### src/rtl/riscv_pkg.sv
// Shared RISC-V core definitions.
//   XLEN          : integer register / address width
//   NOP           : canonical no-op encoding (addi x0, x0, 0)
//   fetch_state_t : fetch stage sequencing states
package riscv_pkg;

    localparam int XLEN = 32;

    localparam logic [XLEN-1:0] NOP = 32'h0000_0013;

    typedef enum logic [1:0] {
        IDLE,
        RUN,
        FAULT_EMIT,
        FAULT_HOLD
    } fetch_state_t;

endpackage

### src/rtl/fetch_stage.sv
// Instruction fetch stage: holds the PC, drives the word-indexed instruction
// memory read port and captures fetched words into the IF/ID register, which
// is handed to decode with a valid/ready handshake. Execute redirects flush
// the IF/ID register and reload the PC; a misaligned redirect target produces
// exactly one fault bundle and then parks the stage until the next redirect.
//
// Ports:
//   clk, rst            : clock (rising edge), asynchronous active-high reset
//   fetch_en            : fetch permitted (low while memory is being loaded)
//   redirect_valid/_pc  : PC change request from execute (byte address)
//   inst_mem_read_addr  : word index {2'b00, pc[31:2]} to instruction memory
//   inst                : combinational read data for inst_mem_read_addr
//   id_valid/id_ready   : IF/ID handshake toward decode
//   id_pc, id_pc_plus4  : byte PC of the bundle and PC + 4 (wrapping)
//   id_inst, id_fault   : instruction word and misaligned-fetch marker
module fetch_stage
    import riscv_pkg::*;
#(
    parameter logic [XLEN-1:0] RESET_PC = 32'h0000_0000
) (
    input  logic            clk,
    input  logic            rst,
    input  logic            fetch_en,
    input  logic            redirect_valid,
    input  logic [XLEN-1:0] redirect_pc,
    output logic [XLEN-1:0] inst_mem_read_addr,
    input  logic [XLEN-1:0] inst,
    output logic            id_valid,
    input  logic            id_ready,
    output logic [XLEN-1:0] id_pc,
    output logic [XLEN-1:0] id_pc_plus4,
    output logic [XLEN-1:0] id_inst,
    output logic            id_fault
);

    fetch_state_t    state;
    logic [XLEN-1:0] pc;
    logic [XLEN-1:0] pc_plus4;
    logic            advance;

    assign pc_plus4           = pc + 32'd4;
    assign advance            = !id_valid || id_ready;
    assign inst_mem_read_addr = {2'b00, pc[XLEN-1:2]};

    always_ff @(posedge clk or posedge rst) begin
        if (rst) begin
            state       <= IDLE;
            pc          <= RESET_PC;
            id_valid    <= 1'b0;
            id_pc       <= '0;
            id_pc_plus4 <= '0;
            id_inst     <= NOP;
            id_fault    <= 1'b0;
        end else if (redirect_valid) begin
            // Redirect wins in every state and drops any stalled bundle.
            id_valid <= 1'b0;
            pc       <= redirect_pc;
            if (redirect_pc[1:0] != 2'b00) begin
                state <= FAULT_EMIT;
            end else if (fetch_en) begin
                state <= RUN;
            end else begin
                state <= IDLE;
            end
        end else begin
            case (state)
                IDLE: begin
                    if (advance) begin
                        id_valid <= 1'b0;
                    end
                    // No fetch in the cycle that leaves IDLE.
                    if (fetch_en) begin
                        state <= RUN;
                    end
                end
                RUN: begin
                    if (advance) begin
                        if (fetch_en) begin
                            id_pc       <= pc;
                            id_pc_plus4 <= pc_plus4;
                            id_inst     <= inst;
                            id_fault    <= 1'b0;
                            id_valid    <= 1'b1;
                            pc          <= pc_plus4;
                        end else begin
                            id_valid <= 1'b0;
                            state    <= IDLE;
                        end
                    end
                end
                FAULT_EMIT: begin
                    // Entered only through a redirect, which cleared id_valid,
                    // so the fault bundle is always captured here.
                    if (advance) begin
                        id_pc       <= pc;
                        id_pc_plus4 <= pc_plus4;
                        id_inst     <= NOP;
                        id_fault    <= 1'b1;
                        id_valid    <= 1'b1;
                    end
                    state <= FAULT_HOLD;
                end
                FAULT_HOLD: begin
                    if (advance) begin
                        id_valid <= 1'b0;
                    end
                end
                default: state <= IDLE;
            endcase
        end
    end

endmodule

### config.mk
export PLATFORM = sky130hd
export DESIGN_NAME = fetch_stage
export DESIGN_NICKNAME = d
export VERILOG_FILES = /design/src/rtl/riscv_pkg.sv /design/src/rtl/fetch_stage.sv
export SDC_FILE = /design/constraint.sdc
export NUM_CORES = 1
export LEC_CHECK = 0
export ABC_AREA = 1
export CORE_MARGIN = 2
export CORE_UTILIZATION = 40
export CTS_CLUSTER_DIAMETER = 100
export DETAILED_ROUTE_END_ITERATION = 10
export PLACE_DENSITY = 0.68
export RECOVER_POWER = 50
export SKIP_CTS_REPAIR_TIMING = 1
export SLEW_MARGIN = 20
export SYNTH_ARGS = -nofsm -noshare
export SYNTH_HDL_FRONTEND = slang
export SYNTH_SLANG_ARGS = --single-unit
export TNS_END_PERCENT = 100
### constraint.sdc
create_clock -name clk -period 5.5 [get_ports clk]
set_clock_uncertainty 0.15 [all_clocks]
set_input_delay 0.55 -clock clk [delete_from_list [all_inputs] [get_ports clk]]
set_output_delay 0.55 -clock clk [all_outputs]
set_load 0.02 [all_outputs]
* Word level (Yosys, flattened, before mapping) *
Index checks and enable logic that the tools add are counted.

storage, ports and cells
  flip-flop bits (word level) = 132
  bits of input ports = 69

cells by class
  $add $sub $neg = 1
  eq/ne operators = 11
  mux-type cells = 30
  bitwise logic cells = 1
  reductions and logical operators = 14

operators by type and width
  cell                                                              number
  32-bit two-way mux                                                11
  32-bit case mux with 2 select lines                               3
  32-bit by 3-bit adder with 32-bit output (second input constant)  1
  3-bit != test (second input constant)                             4
  2-bit two-way mux                                                 5
  2-bit nonzero test                                                5
  1-bit two-way mux                                                 8
  2-bit != test (second input constant)                             3
  2-bit case mux with 3 select lines                                1
  3-bit AND reduction                                               2
  5-bit AND reduction                                               1
  2-bit == test (second input constant)                             2
  4-bit AND reduction                                               1
  4-bit nonzero test                                                1
  3-bit by 1-bit != test with 1-bit output (second input constant)  1
  1-bit case mux with 3 select lines                                1
  2-bit by 1-bit == test with 1-bit output (second input constant)  1
  2-bit logical NOT                                                 1
  1-bit case mux with 2 select lines                                1
  2-bit OR reduction                                                1
  1-bit logical NOT                                                 1
  1-bit logical OR                                                  1
  1-bit NOT                                                         1

* Longest topological paths before layout *
Gate-level depths: netlist (run 1).

  depth after elaboration = 5
  mapped depth = 11

* Worst setup path after synthesis (run 1) *
No wires, ideal clock.

  kind = input-to-reg
  from = in redirect_valid
  to = reg id_pc[5]
  arrival time = 1.451 ns
  required time = 5.227 ns
  path slack = 3.776 ns
  cell stages on the path = 9
  path buffers = 3
  cells stage by stage = buf_6 inv_4 nand2_2 a21oi_4 nand2_8 buf_8 buf_6 nand2_2 o21ai_2

between the ends
  cells in the longest elaborated chain, start to end = 2

ends and longest elaborated chain
  item                           RTL line           text
  start, declared                fetch_stage.sv:24  input logic redirect_valid,
  1-bit NOT (no line)            n/a
  5-bit AND reduction (no line)  n/a
  end signal, assigned           fetch_stage.sv:79  id_pc <= pc;
  end signal, assigned           fetch_stage.sv:95  id_pc <= pc;
  end, declared                  fetch_stage.sv:30  output logic [XLEN-1:0] id_pc,

Every way passes these cells.
A chain may end at the register's enable or synchronous reset.

* Worst setup path after layout (run 1) *
  from = in redirect_valid
  to = reg id_pc_plus4[27]

between the ends
  cells in the longest elaborated chain, start to end = 2

ends and longest elaborated chain
  item                           RTL line           text
  1-bit NOT (no line)            n/a
  5-bit AND reduction (no line)  n/a
  end signal, assigned           fetch_stage.sv:80  id_pc_plus4 <= pc_plus4;
  end signal, assigned           fetch_stage.sv:96  id_pc_plus4 <= pc_plus4;
  end, declared                  fetch_stage.sv:31  output logic [XLEN-1:0] id_pc_plus4,

Every way passes these cells.

==> results of run 1 <==
==> sequential cells by signal (all words and copies together) (netlist names) <==
name         cells
pc              32
id_inst         32
id_pc           32
id_fault         1
id_pc_plus4     30
state            2
id_valid         1
==> per-layer routing <==
layer	global-route usage, %	up-vias	share of wire (%)
met1	28.9	2550	47
li1	-	2662	-
met2	30.9	165	45
met4	8.09	0	2.3
met3	5.13	21	5.6
met5	0	-	0
==> layout by cell type (no fill, tap or decap), types with 3 or more instances in the layout <==
master	n
nor2_4	7
ha_1	5
o211ai_1	4
dfrtp_1	127
clkbuf_16	17
bufinv_16	3
a22o_1	29
clkinvlp_4	3
o21ai_0	43
nor2_1	42
dlygate4sd3_1	71
clkbuf_1	3
o21bai_1	4
nand2_2	10
o21ai_1	11
xor2_1	14
nand3_1	22
clkbuf_8	4
dfstp_2	3
nor2_2	4
o21ai_2	10
inv_1	72
clkinv_4	4
nand2_1	263
clkdlybuf4s50_1	125
==> worst register-to-register path, cell delays in order (launching register included) <==
cell and delay, ps:
dfrtp_1 370, inv_1 120, ha_1 300, nand2_1 110, inv_1 60, nand2_1 70
nor2_2 90, clkbuf_1 1020, inv_1 350, o211ai_1 270
==> final cells by class <==
type / instances / area, um2
clock buffer: 21 / 480
clock inverter: 11 / 153
fill: 1499 / 6990
inverter: 76 / 289
multi-input combinational: 488 / 2470
sequential: 130 / 3260
tap: 216 / 270
timing repair buffer: 200 / 1980
==> power by group <==
group,leakage [uW],switching (uW),internal [uW]
sequential,0.00162,242,1330
clock,0.000301,423,763
combinational,0.00235,1260,891
total,0.00428,1930,2980
==> through the flow <==
| stage | util (%) | area [um2] | hold WS, ps |
|---|---|---|---|
| after floorplan | - | 6500 | 338 |
| after global placement | 52.1 | 8280 | 318 |
| after detailed placement | 52.1 | 8280 | 314 |
| after CTS | 56.1 | 8910 | 334 |
| after global routing | 56.0 | 8900 | 355 |
| final | 56.0 | 8900 | 324 |
==> worst max path at each step <==
stage,start,to,slack (ps),cells after the start
floorplan,rst,id_fault,1340,1
global placement,redirect_valid,id_pc[2],2170,9
detailed placement,redirect_valid,id_pc[2],2090,9
CTS,redirect_valid,id_pc[2],2530,9
global route,redirect_valid,id_pc_plus4[27],1200,9
finish,redirect_valid,id_pc_plus4[27],1450,9
==> synth_stat cells, types with 5 or more instances <==
cell / instances / share of area [%]
a22o_1: 29 / 3.9
buf_2: 5 / 0.38
buf_4: 38 / 4.4
buf_6: 13 / 2.3
clkbuf_1: 5 / 0.29
dfrtp_1: 127 / 49
ha_1: 5 / 0.96
inv_1: 73 / 4.2
nand2_1: 263 / 15
nand2_2: 10 / 0.96
nand3_1: 22 / 1.7
nor2_1: 42 / 2.4
nor2_4: 7 / 1.2
o21ai_0: 40 / 3.1
o21ai_1: 14 / 1.1
o21ai_2: 10 / 1.3
xor2_1: 14 / 1.9
==> logic make-up after synthesis <==
family                   after synthesis
buffers and inverters                138
AO/OA/AOI/OAI                        109
adder cells (fa/ha/maj)                5
XOR/XNOR                              15
other                                  1
AND/OR/NAND/NOR                      357
flip-flops                           130
==> flow_summary.toml, run 1 <==
[power_and_ir_drop]
p_leak_uw = 0.00428
total_power_uw = 4910
ir_worst_vdd_mv = 0.280
p_per_area_nw_per_um2 = 552

[cts]
cts_max_path_buffers = 2
tritoncts = "done"
numCtsBuffers = 17
clock-sinks = 130
clk_latency_ps = 410
root_buffer = "clkbuf_16"
htreeDepth = 4
clkTransAtPathRegs_ps = 60

[routing]
avgViaCountPerCell = 4.73
wl_um = 17400
dr_total_vias = 5398
drtIter0Drc = 359
drc_errors = 0
routedWlPerCell_um = 15.2
final_antenna_net_count = 0
dr.pass1.iters = 5

[setup_path]
path_class = "in2reg"
path_cells = "dlygate4sd3_1 > clkbuf_1 > inv_4 > nand2_2 > a21oi_4 > nand2_8 > inv_2 > nand3_1 > nand2_1"
cpPeakStageDelay_ps = 1320
r2r_start = "state[1]"
r2r-end = "pc[7]"
crit_required_ps = 5640
critPathArrivalTime_ps = 4190
path_max_fanout = 127
path_delay_family = "buffers and inverters"
end_kind = "register"
worst_path_max_delay_cell = "clkbuf_1"
rrSetupSlack_ps = 2490
critPathLaunchType = "primary input"
critPathBufInv = 4
reg2regPathDepth = 9

[layout]
diodes = 0
final_cells = 1142
drive_gt1_share_pct = 8.42
syn_to_final_growth_pct = 36.9
nets = 987

[timing]
setup_violations = 0
rsz0062_at_grt = "no"
hold_violations = 0
timing.final.ws_setup_ps = 1450
min_period_ps = 4050
fin_crit_sh_pct = 73.6
max_freq_mhz = 247
finalSetupTns_ps = 0
max_slew_margin_pct = -145
slew_viol_final = 120
tightest_slew_ps = 3650

[synth]
ys_seq_area_share_pct = 50.1
ys_seq_elements = 130
post_synth_fa_ha_maj_area_fraction_pct = 0.962
synth_compound_area_share_pct = 11.3
synthCells = 755
synth_top_family_by_area = "simple AND/OR/NAND/NOR gates"
synth-edff-count = 0
synthSimpleGateAreaFrac_pct = 23.5
async_flop_share_pct = 100
synth_mux_area_share_pct = 0
synthesis.area_um2 = 6500
synth_xor_area_share_pct = 2.14
ys_warn_count = 0
postSynthAreaPerCell_um2 = 8.61
synthFlopType = "dfrtp_1"
synthDistinctLibCells = 36

[floorplanning]
die-area_um2 = 17300
die_h_um = 131
die_x_um = 131
boundaryPins = 199
initial_utilization_pct = 40.9
rows = 46
core_area_um2 = 15900

[hold_path]
hp-class = "reg2reg"
holdPathEnd = "id_pc_plus4[18]"
hold_depth = 2
min-delay-start = "id_pc_plus4[18]"

[global_route]
grtUsageTotal_pct = 20.7
grt_overflow = 0
grt_antenna_before_repair = 0
grt_pass1_vias = 5272
grt_pass1_wl_um = 28300
grt_max_degree = 128

[placement]
io_buffer_count = 196
place_ws_ps = 2090
gp_congestion = 0.798
dp_hpwl_um = 12300
dp.cells = 1110

[outcome]
status = "finished, violations left"
violations = "max-capacitance violations, max-slew violations"

[flow_run]
maxCapViolCount = 2
Power figures use the tool's default switching activity.
==> run 2: changes to the inputs <==
==> constraint.sdc (replaced) <==
create_clock -name clk -period 4 [get_ports clk]
set_clock_uncertainty 0.15 [all_clocks]
set_input_delay 0.4 -clock clk [delete_from_list [all_inputs] [get_ports clk]]
set_output_delay 0.4 -clock clk [all_outputs]
set_load 0.02 [all_outputs]
==> run 2 against run 1 <==
Net effect: the run still ends with max-capacitance violations, max-slew violations left; register-to-register slack worse by 1100 ps; routed wire length grew 2.3%; sequential share of layout area barely moved.
==> flow_summary.toml, run 2 (synthesis gave the netlist of run 1 again) <==
[layout]
regArea_um2 = 3260
diodes = 0
n_fill_cell = 1497
syn_to_final_growth_pct = 36.8
final_common_cell = "nand2_1"
drive_gt1_share_pct = 8.83
top_regs = "id_inst x32, id_pc x32, pc x32"
design_area_um2 = 8890
final_cell_mix = "263 x nand2_1, 134 x clkdlybuf4s50_1, 127 x dfrtp_1, 72 x inv_1, 62 x dlygate4sd3_1"
nets = 990
multiInputGateArea_um2 = 2470
final_util_pct = 56.0
final_cells = 1145

[setup_path]
critPathBufInv = 4
cpPeakStageDelay_ps = 1360
crit_required_ps = 4130
end_kind = "register"
critPathLaunchType = "primary input"
path_cells = "dlygate4sd3_1 > clkbuf_1 > nor2_2 > buf_4 > inv_1 > o211ai_1"
rrSetupSlack_ps = 1410
path_class = "in2reg"
path_delay_family = "buffers and inverters"
critPathArrivalTime_ps = 3060
path_max_fanout = 34
worst_path_max_delay_cell = "clkbuf_1"

[routing]
wl_um = 17800
drtIter0Drc = 356
drc_errors = 0
final_antenna_net_count = 0
dr.pass1.iters = 4
dr_total_vias = 5351
routedWlPerCell_um = 15.5
avgViaCountPerCell = 4.67

[placement]
dp_hpwl_um = 12700
dpl-instance-area_um2 = 8300
gp_congestion = 0.831
io_buffer_count = 196
dp.cells = 1113

[outcome]
violations = "max-capacitance violations, max-slew violations"
status = "finished, violations left"

[timing]
setup_violations = 0
hold_violations = 0
max_slew_margin_pct = -42.8
tightest_slew_ps = 2140
finalSetupTns_ps = 0
rsz0062_at_grt = "no"
min_period_ps = 2920
max_freq_mhz = 342
fin_crit_sh_pct = 73.0
timing.hold.ws_ps = 206
slew_viol_final = 76

[cts]
numCtsBuffers = 17
clkTransAtPathRegs_ps = 60
cts_max_path_buffers = 2
clock-sinks = 130
tritoncts = "done"
root_buffer = "clkbuf_16"
htreeDepth = 4
clk_latency_ps = 420

[power_and_ir_drop]
p_per_area_nw_per_um2 = 755
p_leak_uw = 0.00426
ir_worst_vdd_mv = 0.337

[global_route]
grt_pass1_vias = 5381
grt_max_degree = 69
grt_overflow = 0
grtUsageTotal_pct = 21.2
grt_antenna_before_repair = 0
grt_pass1_wl_um = 29000

[floorplanning]
initial_utilization_pct = 40.9
die_h_um = 131
core_area_um2 = 15900
die_x_um = 131
boundaryPins = 199
die-area_um2 = 17300
rows = 46

[flow_run]
maxCapViolCount = 2

[hold_path]
hp-class = "in2async"
run 2: cell count changes in the layout (fill, tap and decap cells not counted), moves of 2 or more:
cell             previous run  this run
clkinvlp_4                  3         6
buf_4                       1         5
o21ai_0                    43        40
clkdlybuf4s50_1           125       134
clkinv_4                    4         2
o21ai_1                    11        14
dlygate4sd3_1              71        62
run 2: per-layer routing:
metal  wire [um]  GRT usage (%)  part of all wire [%]
met1        8470           29.1                    48
met3         929           4.90                   5.2
met5           0              0                     0
met4         464           8.82                   2.6
met2        7940           32.3                    45
run 2: worst reg2reg max path, stage by stage, from the launching register on:
cell and delay (ps):
dfrtp_1 380, inv_1 110, ha_1 310, inv_1 90, nand2_2 100, nand2_2 90
nand2_8 380, buf_4 640, o21ai_0 200
run 2: final cells by class:
type / count / area share (%)
clock buffer: 20 / 5.25
sequential: 130 / 36.6
multi-input combinational: 488 / 27.8
tap: 216 / 3.04
clock inverter: 12 / 1.49
inverter: 76 / 3.25
timing repair buffer: 203 / 22.6
run 2: final timing paths:
path,startpoint,to,depth (start not counted)
max,redirect_valid,pc[7],6
min,rst,id_inst[13],2
max reg2reg,state[1],id_pc_plus4[9],8
min reg2reg,id_pc_plus4[16],id_pc_plus4[16],2
max in group asynchronous,rst,id_pc_plus4[30],3
min in group clk,id_pc_plus4[16],id_pc_plus4[16],2
run 2: through the flow:
stage               power [uW]  worst slack (ps)
global route              7130               721
floorplan                 4130              1840
CTS                       6890              1380
detailed placement        5290              1240
global placement          5260              1290
finish                    6720              1080
run 2: power by group:
part / internal (uW) / leakage, uW / switching (uW)
Combinational: 1250 / 0.00236 / 1760
Clock: 965 / 0.000276 / 594
Sequential: 1830 / 0.00162 / 329
==> run 3: changes to the inputs <==
==> constraint.sdc (replaced) <==
create_clock -name clk -period 3.05 [get_ports clk]
set_clock_uncertainty 0.15 [all_clocks]
set_input_delay 0.305 -clock clk [delete_from_list [all_inputs] [get_ports clk]]
set_output_delay 0.305 -clock clk [all_outputs]
set_load 0.02 [all_outputs]
==> run 3 against run 2 <==
Net effect: the flow now finishes without violations; non-clock buffer count rose by 1; first-iteration DRC count rose by 16%; combinational power rose by 31%; critical path depth rose by 2; utilization rose by 0.16 points; sequential share of layout area fell by 0.10 points; sequential power rose by 31%; global-route usage fell by 0.19 points; hold slack improved by 12 ps; routed wire length fell by 0.66%; critical endpoint is now id_pc_plus4[11].
==> flow_summary.toml, run 3 (synthesis gave the netlist of run 1 again) <==
[floorplanning]
boundaryPins = 199
core_area_um2 = 15900
initial_utilization_pct = 40.9
die_x_um = 131
die-area_um2 = 17300
rows = 46
die_h_um = 131

[layout]
final_cell_mix = "266 x nand2_1, 138 x clkdlybuf4s50_1, 127 x dfrtp_1, 72 x inv_1, 58 x dlygate4sd3_1"
syn_to_final_growth_pct = 37.2
diodes = 0
nets = 991
top_regs = "id_inst x32, id_pc x32, pc x32"
final_common_cell = "nand2_1"
final_util_pct = 56.1
drive_gt1_share_pct = 8.71
final_cells = 1146

[outcome]
status = "complete, no violations"

[placement]
dp.cells = 1114
gp_congestion = 0.813
dp_hpwl_um = 12700
io_buffer_count = 196

[global_route]
grt_antenna_before_repair = 0
grt_max_degree = 111
grt_pass1_vias = 5292
grt_pass1_wl_um = 28600
grtUsageTotal_pct = 21.0
grt_overflow = 0

[setup_path]
r2r_start = "state[1]"
crit_required_ps = 3180
critPathLaunchType = "register"
r2r-end = "id_pc_plus4[11]"
rrSetupSlack_ps = 790
reg2regPathDepth = 8
path_class = "reg2reg"
end_kind = "register"
critPathArrivalTime_ps = 2380
path_max_fanout = 110

[timing]
max_slew_margin_pct = 19.4
hold_violations = 0
rsz0062_at_grt = "no"
fin_crit_sh_pct = 74.0
finalSetupTns_ps = 0
slew_viol_final = 0
timing.hold.ws_ps = 218
setup_violations = 0
tightest_slew_ps = 1210
min_period_ps = 2260
max_freq_mhz = 443

[power_and_ir_drop]
p_leak_uw = 0.00427
p_per_area_nw_per_um2 = 994
ir_worst_vdd_mv = 0.548

[cts]
tritoncts = "done"
cts_max_path_buffers = 2
numCtsBuffers = 17
clk_latency_ps = 420
clock-sinks = 130
htreeDepth = 4
root_buffer = "clkbuf_16"
clkTransAtPathRegs_ps = 60

[routing]
final_antenna_net_count = 0
avgViaCountPerCell = 4.66
dr_total_vias = 5345
routedWlPerCell_um = 15.4
drtIter0Drc = 413
wl_um = 17700
dr.pass1.iters = 5
drc_errors = 0

[hold_path]
hp-class = "in2async"

[flow_run]
maxCapViolCount = 0
run 3: cell count changes in the layout (fill, tap and decap cells not counted), sizes merged:
cell,previous run,this run
dlygate4sd3,62,58
inv,75,77
bufinv,2,3
buf,5,6
clkinv,4,5
clkinvlp,7,6
clkbuf,22,19
clkdlybuf4s50,134,138
run 3: worst max-delay path by stage:
| stage | startpoint | endpoint | slack [ps] |
|---|---|---|---|
| after CTS | state[1] | id_pc_plus4[9] | 870 |
| final | state[1] | id_pc_plus4[11] | 790 |
| after global placement | redirect_valid | id_pc_plus4[18] | 820 |
| after global routing | rst | id_pc_plus4[21] | 590 |
| after floorplan | rst | id_fault | 990 |
| after detailed placement | redirect_valid | id_pc_plus4[13] | 740 |
run 3: final cells by class:
type | count | area [um2]
repair buffers | 204 | 2030
clock buffers | 17 | 425
clock inverters | 15 | 185
fillers | 1460 | 6970
inverters | 76 | 289
multi-input cells | 488 | 2460
flip-flops and latches | 130 | 3260
well taps | 216 | 270
run 3: critical path: stages, from the launching register on:
cell and delay, ps:
dfrtp_1 380, inv_1 110, ha_1 310, inv_1 70
nand2_1 110, nand2_1 140, nand2_8 200, buf_12 400
o21ai_0 170
run 3: report_power, final:
group | switching, uW | internal (uW) | total (uW) | leakage (uW)
Clock | 803 | 1290 | 2090 | 0.000282
Sequential | 433 | 2400 | 2830 | 0.00162
Combinational | 2280 | 1660 | 3940 | 0.00236
Total | 3510 | 5350 | 8870 | 0.00427
run 3: per-stage QoR:
step / power (uW) / cell area, um2 / setup WS [ps]
floorplan: 5420 / 6510 / 988
global placement: 6930 / 8340 / 824
detailed placement: 6970 / 8340 / 741
CTS: 9120 / 8950 / 865
global route: 9410 / 8920 / 588
finish: 8870 / 8920 / 794
run 3: layer usage:
| layer | track usage [%] | wire length (um) |
|---|---|---|
| met1 | 29.2 | 8380 |
| met2 | 31.6 | 7900 |
| met3 | 4.75 | 954 |
| met4 | 9.06 | 443 |
| met5 | 0 | 0 |
